===== src/rtl/icache_refill_ctrl_pkg.sv =====
// Shared types and constants for the instruction-cache refill controller.
// Latency: n/a (types and constants only).
// Backpressure: n/a.
package icache_pkg;

    // Controller states
    typedef enum logic [2:0] {
        IDLE = 3'd0,
        REQ  = 3'd1,
        WAIT = 3'd2,
        FILL = 3'd3,
        RESP = 3'd4
    } state_t;

    localparam int OFFSET_W   = 4;   // 16 lines
    localparam int TAG_W      = 4;
    localparam int OFFSET_LSB = 2;   // byte address bits [1:0] are ignored
    localparam int TAG_LSB    = OFFSET_LSB + OFFSET_W;
    localparam int INSTR_W    = 32;

endpackage


===== src/rtl/icache_refill_ctrl_if.sv =====
// Bundles the fetch, cache and memory signals of the refill controller.
// Latency: n/a (wiring only).
// Backpressure: fetch held until valid/err; memory side uses req/gnt then rvalid.
interface icache_refill_ctrl_if #(
    parameter int ADDR_W = 10
);
    import icache_pkg::*;

    // fetch stage side
    logic                  fetch_req;
    logic [ADDR_W-1:0]     fetch_addr;
    logic                  fetch_kill;
    logic                  fetch_valid;
    logic [INSTR_W-1:0]    fetch_instr;
    logic                  fetch_err;
    // cache array side
    logic [OFFSET_W-1:0]   cache_offset;
    logic [TAG_W-1:0]      cache_tag;
    logic                  cache_we_n;
    logic                  cache_en;
    logic [INSTR_W-1:0]    cache_wdata;
    logic                  cache_match;
    logic [INSTR_W-1:0]    cache_data;
    // instruction memory side
    logic                  mem_req;
    logic [ADDR_W-1:0]     mem_addr;
    logic                  mem_gnt;
    logic                  mem_rvalid;
    logic [INSTR_W-1:0]    mem_rdata;

    // controller view
    modport master (
        input  fetch_req, fetch_addr, fetch_kill,
        output fetch_valid, fetch_instr, fetch_err,
        output cache_offset, cache_tag, cache_we_n, cache_en, cache_wdata,
        input  cache_match, cache_data,
        output mem_req, mem_addr,
        input  mem_gnt, mem_rvalid, mem_rdata
    );

    // environment view (fetch stage, cache array, memory)
    modport slave (
        output fetch_req, fetch_addr, fetch_kill,
        input  fetch_valid, fetch_instr, fetch_err,
        input  cache_offset, cache_tag, cache_we_n, cache_en, cache_wdata,
        output cache_match, cache_data,
        input  mem_req, mem_addr,
        output mem_gnt, mem_rvalid, mem_rdata
    );

endinterface


===== src/rtl/icache_refill_ctrl_sat_counter.sv =====
// Saturating event counter: sticks at all-ones instead of wrapping.
// Latency: count visible one cycle after the increment strobe.
// Backpressure: none; increments while saturated are dropped.
module sat_counter #(
    parameter int CNT_W = 16
) (
    input  logic             CLK,
    input  logic             RST,
    input  logic             i_inc,
    output logic [CNT_W-1:0] o_cnt
);

    logic [CNT_W-1:0] r_cnt;

    // count up on strobe, hold once every bit is set
    always_ff @(posedge CLK or posedge RST) begin
        if (RST) begin
            r_cnt <= '0;
        end else if (i_inc && !(&r_cnt)) begin
            r_cnt <= r_cnt + CNT_W'(1);
        end
    end

    assign o_cnt = r_cnt;

endmodule


===== src/rtl/icache_refill_ctrl.sv =====
// Fetch-side lookup and single-word refill controller for a 16-line direct-mapped icache.
// Latency: hit 0 cycles; miss returns 3 cycles after the rvalid cycle's predecessor (T0 -> T4 best case).
// Backpressure: fetch held until valid/err; REQ waits for gnt, WAIT aborts after TIMEOUT cycles.
module icache_refill_ctrl
    import icache_pkg::*;
#(
    parameter int ADDR_W  = 10,
    parameter int TIMEOUT = 64,
    parameter int CNT_W   = 16
) (
    input  logic                  CLK,
    input  logic                  RST,
    icache_refill_ctrl_if.master  bus,
    output logic [CNT_W-1:0]      hit_cnt,
    output logic [CNT_W-1:0]      miss_cnt
);

    localparam int TMR_W = (TIMEOUT > 2) ? $clog2(TIMEOUT) : 1;

    state_t              r_state;
    state_t              w_next;
    logic [ADDR_W-1:0]   r_addr_q;
    logic [INSTR_W-1:0]  r_rdata_q;
    logic                r_kill_q;
    logic [TMR_W-1:0]    r_timer;

    logic w_lookup;
    logic w_hit;
    logic w_miss;
    logic w_timeout;

    // a redirect in IDLE wins over the request: no lookup, nothing counted
    assign w_lookup  = (r_state == IDLE) && bus.fetch_req && !bus.fetch_kill;
    assign w_hit     = w_lookup && bus.cache_match;
    assign w_miss    = w_lookup && !bus.cache_match;
    // rvalid in the final WAIT cycle still completes the refill
    assign w_timeout = (r_state == WAIT) && !bus.mem_rvalid &&
                       (r_timer == TMR_W'(TIMEOUT - 1));

    // state register
    always_ff @(posedge CLK or posedge RST) begin
        if (RST) begin
            r_state <= IDLE;
        end else begin
            r_state <= w_next;
        end
    end

    // next-state decode
    always_comb begin
        w_next = r_state;
        case (r_state)
            IDLE: if (w_miss) w_next = REQ;
            REQ: begin
                if (bus.mem_gnt)         w_next = WAIT;
                else if (bus.fetch_kill) w_next = IDLE;
            end
            WAIT: begin
                if (bus.mem_rvalid)      w_next = FILL;
                else if (w_timeout)      w_next = IDLE;
            end
            FILL:    w_next = RESP;
            RESP:    w_next = IDLE;
            default: w_next = IDLE;
        endcase
    end

    // miss address, refill data, wait timer and deferred-kill flag
    always_ff @(posedge CLK or posedge RST) begin
        if (RST) begin
            r_addr_q  <= '0;
            r_rdata_q <= '0;
            r_kill_q  <= 1'b0;
            r_timer   <= '0;
        end else begin
            if (w_miss) begin
                r_addr_q <= bus.fetch_addr;
            end
            if ((r_state == REQ) && bus.mem_gnt) begin
                r_timer <= '0;
            end else if (r_state == WAIT) begin
                r_timer <= r_timer + TMR_W'(1);
            end
            if ((r_state == WAIT) && bus.mem_rvalid) begin
                r_rdata_q <= bus.mem_rdata;
            end
            // once granted the read must drain, so a redirect is only remembered
            if ((r_state == RESP) || w_timeout) begin
                r_kill_q <= 1'b0;
            end else if (bus.fetch_kill &&
                         ((r_state == WAIT) || (r_state == FILL) ||
                          ((r_state == REQ) && bus.mem_gnt))) begin
                r_kill_q <= 1'b1;
            end
        end
    end

    // output decode; the lookup path is fully combinational from fetch_addr
    always_comb begin
        bus.fetch_valid  = 1'b0;
        bus.fetch_instr  = '0;
        bus.fetch_err    = 1'b0;
        bus.cache_we_n   = 1'b1;
        bus.cache_en     = 1'b0;
        bus.cache_wdata  = '0;
        bus.mem_req      = 1'b0;
        bus.mem_addr     = {r_addr_q[ADDR_W-1:OFFSET_LSB], 2'b00};
        bus.cache_offset = r_addr_q[OFFSET_LSB +: OFFSET_W];
        bus.cache_tag    = r_addr_q[TAG_LSB +: TAG_W];
        case (r_state)
            IDLE: begin
                bus.cache_offset = bus.fetch_addr[OFFSET_LSB +: OFFSET_W];
                bus.cache_tag    = bus.fetch_addr[TAG_LSB +: TAG_W];
                bus.cache_en     = w_lookup;
                if (w_hit) begin
                    bus.fetch_valid = 1'b1;
                    bus.fetch_instr = bus.cache_data;
                end
            end
            REQ: bus.mem_req = 1'b1;
            // a redirect already taken (or arriving now) means nobody wants the error
            WAIT: bus.fetch_err = w_timeout && !r_kill_q && !bus.fetch_kill;
            FILL: begin
                bus.cache_en    = 1'b1;
                bus.cache_we_n  = 1'b0;
                bus.cache_wdata = r_rdata_q;
            end
            RESP: begin
                bus.fetch_valid = !r_kill_q && !bus.fetch_kill;
                bus.fetch_instr = r_rdata_q;
            end
            default: ;
        endcase
    end

    sat_counter #(.CNT_W(CNT_W)) u_hit_cnt (
        .CLK   (CLK),
        .RST   (RST),
        .i_inc (w_hit),
        .o_cnt (hit_cnt)
    );

    sat_counter #(.CNT_W(CNT_W)) u_miss_cnt (
        .CLK   (CLK),
        .RST   (RST),
        .i_inc (w_miss),
        .o_cnt (miss_cnt)
    );

endmodule


===== src/flat_wrapper.sv =====
// flat-port wrapper written by rule: the top's interface ports become plain ports
module icache_refill_ctrl_flat import icache_pkg::*;
#(
    parameter int ADDR_W  = 10,
    parameter int TIMEOUT = 64,
    parameter int CNT_W   = 16
)
  (CLK, RST, hit_cnt, miss_cnt, bus_fetch_req, bus_fetch_addr, bus_fetch_kill, bus_fetch_valid, bus_fetch_instr, bus_fetch_err, bus_cache_offset, bus_cache_tag, bus_cache_we_n, bus_cache_en, bus_cache_wdata, bus_cache_match, bus_cache_data, bus_mem_req, bus_mem_addr, bus_mem_gnt, bus_mem_rvalid, bus_mem_rdata);
  icache_refill_ctrl_if #(.ADDR_W(ADDR_W)) bus_i ();
  input  logic CLK;
  input  logic RST;
  output logic [CNT_W-1:0] hit_cnt;
  output logic [CNT_W-1:0] miss_cnt;
  input wire logic [$bits(bus_i.fetch_req)-1:0] bus_fetch_req;
  input wire logic [$bits(bus_i.fetch_addr)-1:0] bus_fetch_addr;
  input wire logic [$bits(bus_i.fetch_kill)-1:0] bus_fetch_kill;
  output wire logic [$bits(bus_i.fetch_valid)-1:0] bus_fetch_valid;
  output wire logic [$bits(bus_i.fetch_instr)-1:0] bus_fetch_instr;
  output wire logic [$bits(bus_i.fetch_err)-1:0] bus_fetch_err;
  output wire logic [$bits(bus_i.cache_offset)-1:0] bus_cache_offset;
  output wire logic [$bits(bus_i.cache_tag)-1:0] bus_cache_tag;
  output wire logic [$bits(bus_i.cache_we_n)-1:0] bus_cache_we_n;
  output wire logic [$bits(bus_i.cache_en)-1:0] bus_cache_en;
  output wire logic [$bits(bus_i.cache_wdata)-1:0] bus_cache_wdata;
  input wire logic [$bits(bus_i.cache_match)-1:0] bus_cache_match;
  input wire logic [$bits(bus_i.cache_data)-1:0] bus_cache_data;
  output wire logic [$bits(bus_i.mem_req)-1:0] bus_mem_req;
  output wire logic [$bits(bus_i.mem_addr)-1:0] bus_mem_addr;
  input wire logic [$bits(bus_i.mem_gnt)-1:0] bus_mem_gnt;
  input wire logic [$bits(bus_i.mem_rvalid)-1:0] bus_mem_rvalid;
  input wire logic [$bits(bus_i.mem_rdata)-1:0] bus_mem_rdata;
  assign bus_i.fetch_req = bus_fetch_req;
  assign bus_i.fetch_addr = bus_fetch_addr;
  assign bus_i.fetch_kill = bus_fetch_kill;
  assign bus_fetch_valid = bus_i.fetch_valid;
  assign bus_fetch_instr = bus_i.fetch_instr;
  assign bus_fetch_err = bus_i.fetch_err;
  assign bus_cache_offset = bus_i.cache_offset;
  assign bus_cache_tag = bus_i.cache_tag;
  assign bus_cache_we_n = bus_i.cache_we_n;
  assign bus_cache_en = bus_i.cache_en;
  assign bus_cache_wdata = bus_i.cache_wdata;
  assign bus_i.cache_match = bus_cache_match;
  assign bus_i.cache_data = bus_cache_data;
  assign bus_mem_req = bus_i.mem_req;
  assign bus_mem_addr = bus_i.mem_addr;
  assign bus_i.mem_gnt = bus_mem_gnt;
  assign bus_i.mem_rvalid = bus_mem_rvalid;
  assign bus_i.mem_rdata = bus_mem_rdata;
  icache_refill_ctrl #(.ADDR_W(ADDR_W), .TIMEOUT(TIMEOUT), .CNT_W(CNT_W)) u_core (.CLK(CLK), .RST(RST), .bus(bus_i), .hit_cnt(hit_cnt), .miss_cnt(miss_cnt));
endmodule

===== config.mk =====
export PLATFORM = sky130hd
export DESIGN_NAME = icache_refill_ctrl_flat
export DESIGN_NICKNAME = d
export VERILOG_FILES = /design/src/rtl/icache_refill_ctrl_pkg.sv /design/src/rtl/icache_refill_ctrl_if.sv /design/src/rtl/icache_refill_ctrl_sat_counter.sv /design/src/rtl/icache_refill_ctrl.sv /design/src/flat_wrapper.sv
export SDC_FILE = /design/constraint.sdc
export NUM_CORES = 1
export LEC_CHECK = 0
export CORE_MARGIN = 2
export CORE_UTILIZATION = 45
export DETAILED_ROUTE_END_ITERATION = 10
export PLACE_DENSITY = 0.86
export SLEW_MARGIN = 0
export SYNTH_ARGS = -nofsm -noshare
export SYNTH_HDL_FRONTEND = slang
export SYNTH_SLANG_ARGS = --single-unit

===== constraint.sdc =====
create_clock -name CLK -period 5 [get_ports CLK]
set_clock_uncertainty 0.15 [all_clocks]
set_input_delay 1.25 -clock CLK [delete_from_list [all_inputs] [get_ports CLK]]
set_output_delay 1.25 -clock CLK [all_outputs]
set_load 0.01 [all_outputs]

==> impl_metrics.ini <==
[run_status]
run_status = completed

[route]
vias = 3878
drt_wl_total_mm = 12.5
drtAntennaViolNets = 0
post-route-drc-count = 0
route.detailed.wl_per_inst_um = 17.4
drt_pre_antenna_iters = 6
initialDrtViolationCount = 166
post_drt_via_cell_ratio = 5.39

[die]
pin_count = 200
fp.dieH_um = 102
core.rowCount = 35
floorplan.initialDensity_pct = 46.7
core_area_um2 = 9330
die_width_um = 102
die_area_um2 = 10500

[synth]
synth_seq_area_share_pct = 47.1
synth_async_sr_flop_share_pct = 100
syn_avg_cell_area_um2 = 10.9
synth_top_cells_by_area = sky130_fd_sc_hd__dfrtp_1, sky130_fd_sc_hd__mux2_2, sky130_fd_sc_hd__a22o_1
post-synth-top-area-fraction_pct = 47.1
synthesis.area_um2 = 4350
synth_seq_cells = 82
synthesis.instances = 401
yosysWarnings = 0
post_synth_cell_types = 49
cell_accounting_for_the_most_synthesized_area = sky130_fd_sc_hd__dfrtp_1
most_frequently_used_flop_master_after_synthesis = sky130_fd_sc_hd__dfrtp_1
synth_top_cells_by_count = sky130_fd_sc_hd__dfrtp_1, sky130_fd_sc_hd__nand2_1, sky130_fd_sc_hd__and2_1, sky130_fd_sc_hd__a22o_1, sky130_fd_sc_hd__mux2_2
synth_edf_count = 0
post-synth-top-count-cell = sky130_fd_sc_hd__dfrtp_1

[place]
dpl_worst_slack_ns = 0.458
placedInstanceArea_um2 = 6380
place.gp.congestion = 0.895
hpwl_mm = 9.54
placed_cells_incl_taps = 703
port_buffers = 195

[clock_tree]
post_cts_buffers = 0
clkSlewWorstSetupHoldPaths_ns = 0.08
clk_path_buf_depth = 2
ctsHoldBuffers = 0
tritoncts_num_sinks = 82
post_cts_resize_count = 0
cts-buffers-inserted = 9
cts_tree = done
cts-root-buf = sky130_fd_sc_hd__clkbuf_8
insertion_delay_ns = 0.34
cts-htree-levels = 3

[sta]
tightest_slew_ns = 1.04
finalSetupTns_ns = 0
setup_slack_ns = 0.441
rsz0062_at_grt = no
fmaxAchievable_mhz = 219
slew_violations = 0
timing.hold.ws_ns = 0.351
finalWorstPathRequiredPeriod_ns = 4.56
setup_viol = 0
headroom_to_the_max_slew_limit_pct = 30.6
finalCritPeriodShare_pct = 91.2
final_hold_viol_count = 0

[critical_path]
startpoint_type = input pin
crit_required_ns = 3.60
worst-path-max-fanout = 42
crit_path_top_delay_cell = sky130_fd_sc_hd__clkdlybuf4s50_1
critical_path.endpoint_type = output port
cpMostUsedCell = sky130_fd_sc_hd__clkdlybuf4s50_1
timing.critical_path.arrival_ns = 3.16
crit_path_class = in2out
max_stage_delay_ns = 0.55
timing.critical_path.cells = clkdlybuf4s50_1, nand3b_1, nor2_4, buf_12, a22o_1, clkdlybuf4s50_1

[power]
vdd_ir_drop_max_v = 0.000315
power_density_over_the_cells_nw_per_um2 = 419
power.static_leakage_nw = 2.77

[cells_and_area]
antenna-diode-count = 0
design.final.nets = 669
finalInstanceArea_um2 = 6580
layout-drive-gt1-share_pct = 9.83
finish.cell_count_without_fillers = 719
area_delta_synth_final_pct = 51.2

[run]
max_cap_violations = 0

[global_routing]
via_count_of_the_first_global_routing_pass = 3777
antenna_violations_before_repair = 0
grt_first_pass_wirelength_mm = 19.3
globalRouteTotalUtil_pct = 23.9
grt-ovfl-total = 0
pin_count_of_the_biggest_net_entering_global_routing = 57

[min_path]
worst_hold_path_type = reg2reg
==> kinds of logic (layout without fill, tap and decap cells) <==
| kind of cell | after synthesis | count (layout) | share of synthesized area [%] |
|---|---|---|---|
| adders and majority gates | 3 | 3 | 0.862 |
| xor gates and xnor gates | 23 | 23 | 4.63 |
| AOI/OAI and AO/OA | 60 | 60 | 11.2 |
| DFF | 82 | 82 | 47.1 |
| muxes | 50 | 50 | 12.8 |
| other | 1 | 2 | 0.0861 |
| buffers and inverters | 36 | 224 | 4.14 |
| and+or+nand+nor | 146 | 146 | 19.1 |
==> path summary, 6_finish.rpt <==
kind / from / to / slack (ns) / depth (start not counted)
max: bus_fetch_kill / bus_fetch_instr[11] / 0.44 / 6
min: u_core.u_hit_cnt.o_cnt[7] / u_core.u_hit_cnt.o_cnt[7] / 0.35 / 1
max reg2reg: u_core.r_state[0] / u_core.u_miss_cnt.o_cnt[5] / 2.25 / 4
min reg2reg: u_core.u_hit_cnt.o_cnt[7] / u_core.u_hit_cnt.o_cnt[7] / 0.35 / 1
max in group asynchronous: RST / u_core.r_rdata_q[16] / 2.54 / 3
min in group asynchronous: RST / u_core.u_miss_cnt.o_cnt[12] / 1.24 / 2
==> cell usage in the layout, fill, tap and decap left out, types with 3 or more instances in the layout <==
| cell type | instances |
|---|---|
| sky130_fd_sc_hd__a2111oi_0 | 4 |
| sky130_fd_sc_hd__a211oi_1 | 5 |
| sky130_fd_sc_hd__a21oi_1 | 6 |
| sky130_fd_sc_hd__a22o_1 | 32 |
| sky130_fd_sc_hd__and2_1 | 37 |
| sky130_fd_sc_hd__and3_1 | 8 |
| sky130_fd_sc_hd__and4_1 | 5 |
| sky130_fd_sc_hd__buf_4 | 4 |
| sky130_fd_sc_hd__clkbuf_8 | 11 |
| sky130_fd_sc_hd__clkdlybuf4s50_1 | 195 |
| sky130_fd_sc_hd__dfrtp_1 | 82 |
| sky130_fd_sc_hd__ha_1 | 3 |
| sky130_fd_sc_hd__inv_1 | 7 |
| sky130_fd_sc_hd__mux2_1 | 17 |
| sky130_fd_sc_hd__mux2_2 | 29 |
| sky130_fd_sc_hd__mux2i_1 | 4 |
| sky130_fd_sc_hd__nand2_1 | 40 |
| sky130_fd_sc_hd__nand3_1 | 7 |
| sky130_fd_sc_hd__nand4_1 | 14 |
| sky130_fd_sc_hd__nor2_1 | 15 |
| sky130_fd_sc_hd__nor3b_1 | 3 |
| sky130_fd_sc_hd__xnor2_1 | 11 |
| sky130_fd_sc_hd__xor2_1 | 12 |
==> power breakdown <==
group / leakage, nW / internal, W / total [W] / switching [W]
sequential: 1.03 / 0.000891 / 0.00111 / 0.000220
clock: 0.100 / 0.000261 / 0.000495 / 0.000234
combinational: 1.65 / 0.000663 / 0.00115 / 0.000486
total: 2.77 / 0.00181 / 0.00275 / 0.000940
==> critical path: cells and delay by family <==
| kind | cells | cell delay, ns |
|---|---|---|
| buf+inv | 3 | 1.22 |
| simple gates | 2 | 0.45 |
| compound gates | 1 | 0.21 |
==> final cells by class <==
| type | instances | area, um^2 |
|---|---|---|
| Fill cell | 709 | 2750 |
| Tap cell | 129 | 161 |
| Clock buffer | 13 | 159 |
| Timing Repair Buffer | 200 | 2000 |
| Clock inverter | 3 | 46.3 |
| Sequential cell | 82 | 2050 |
| Inverter | 8 | 31.3 |
| Multi-Input combinational cell | 284 | 2130 |
==> sequential cells by signal, indices dropped and copies added (netlist names) <==
| signal | count |
|---|---|
| u_core.r_addr_q | 8 |
| u_core.r_kill_q | 1 |
| u_core.r_rdata_q | 32 |
| u_core.r_state | 3 |
| u_core.r_timer | 6 |
| u_core.u_hit_cnt.o_cnt | 16 |
| u_core.u_miss_cnt.o_cnt | 16 |
==> routing by layer <==
layer	vias to the layer above	routed length [um]	part of all wire (%)	track usage, %
li1	1800	-	-	-
met1	1900	5030	40	28.5
met2	153	6580	52	43.3
met3	25	643	5.1	4.99
met4	0	276	2.2	7.59
met5	-	0	0	0
==> stage by stage <==
step / total power (W) / utilization (%)
final: 0.00275 / 70.6
after global routing: 0.00291 / 70.6
after detailed placement: 0.00227 / 68.4
after floorplan: 0.00169 / -
after CTS: 0.00277 / 70.6
after global placement: 0.00223 / 68.4
Power figures use the tool's default switching activity.
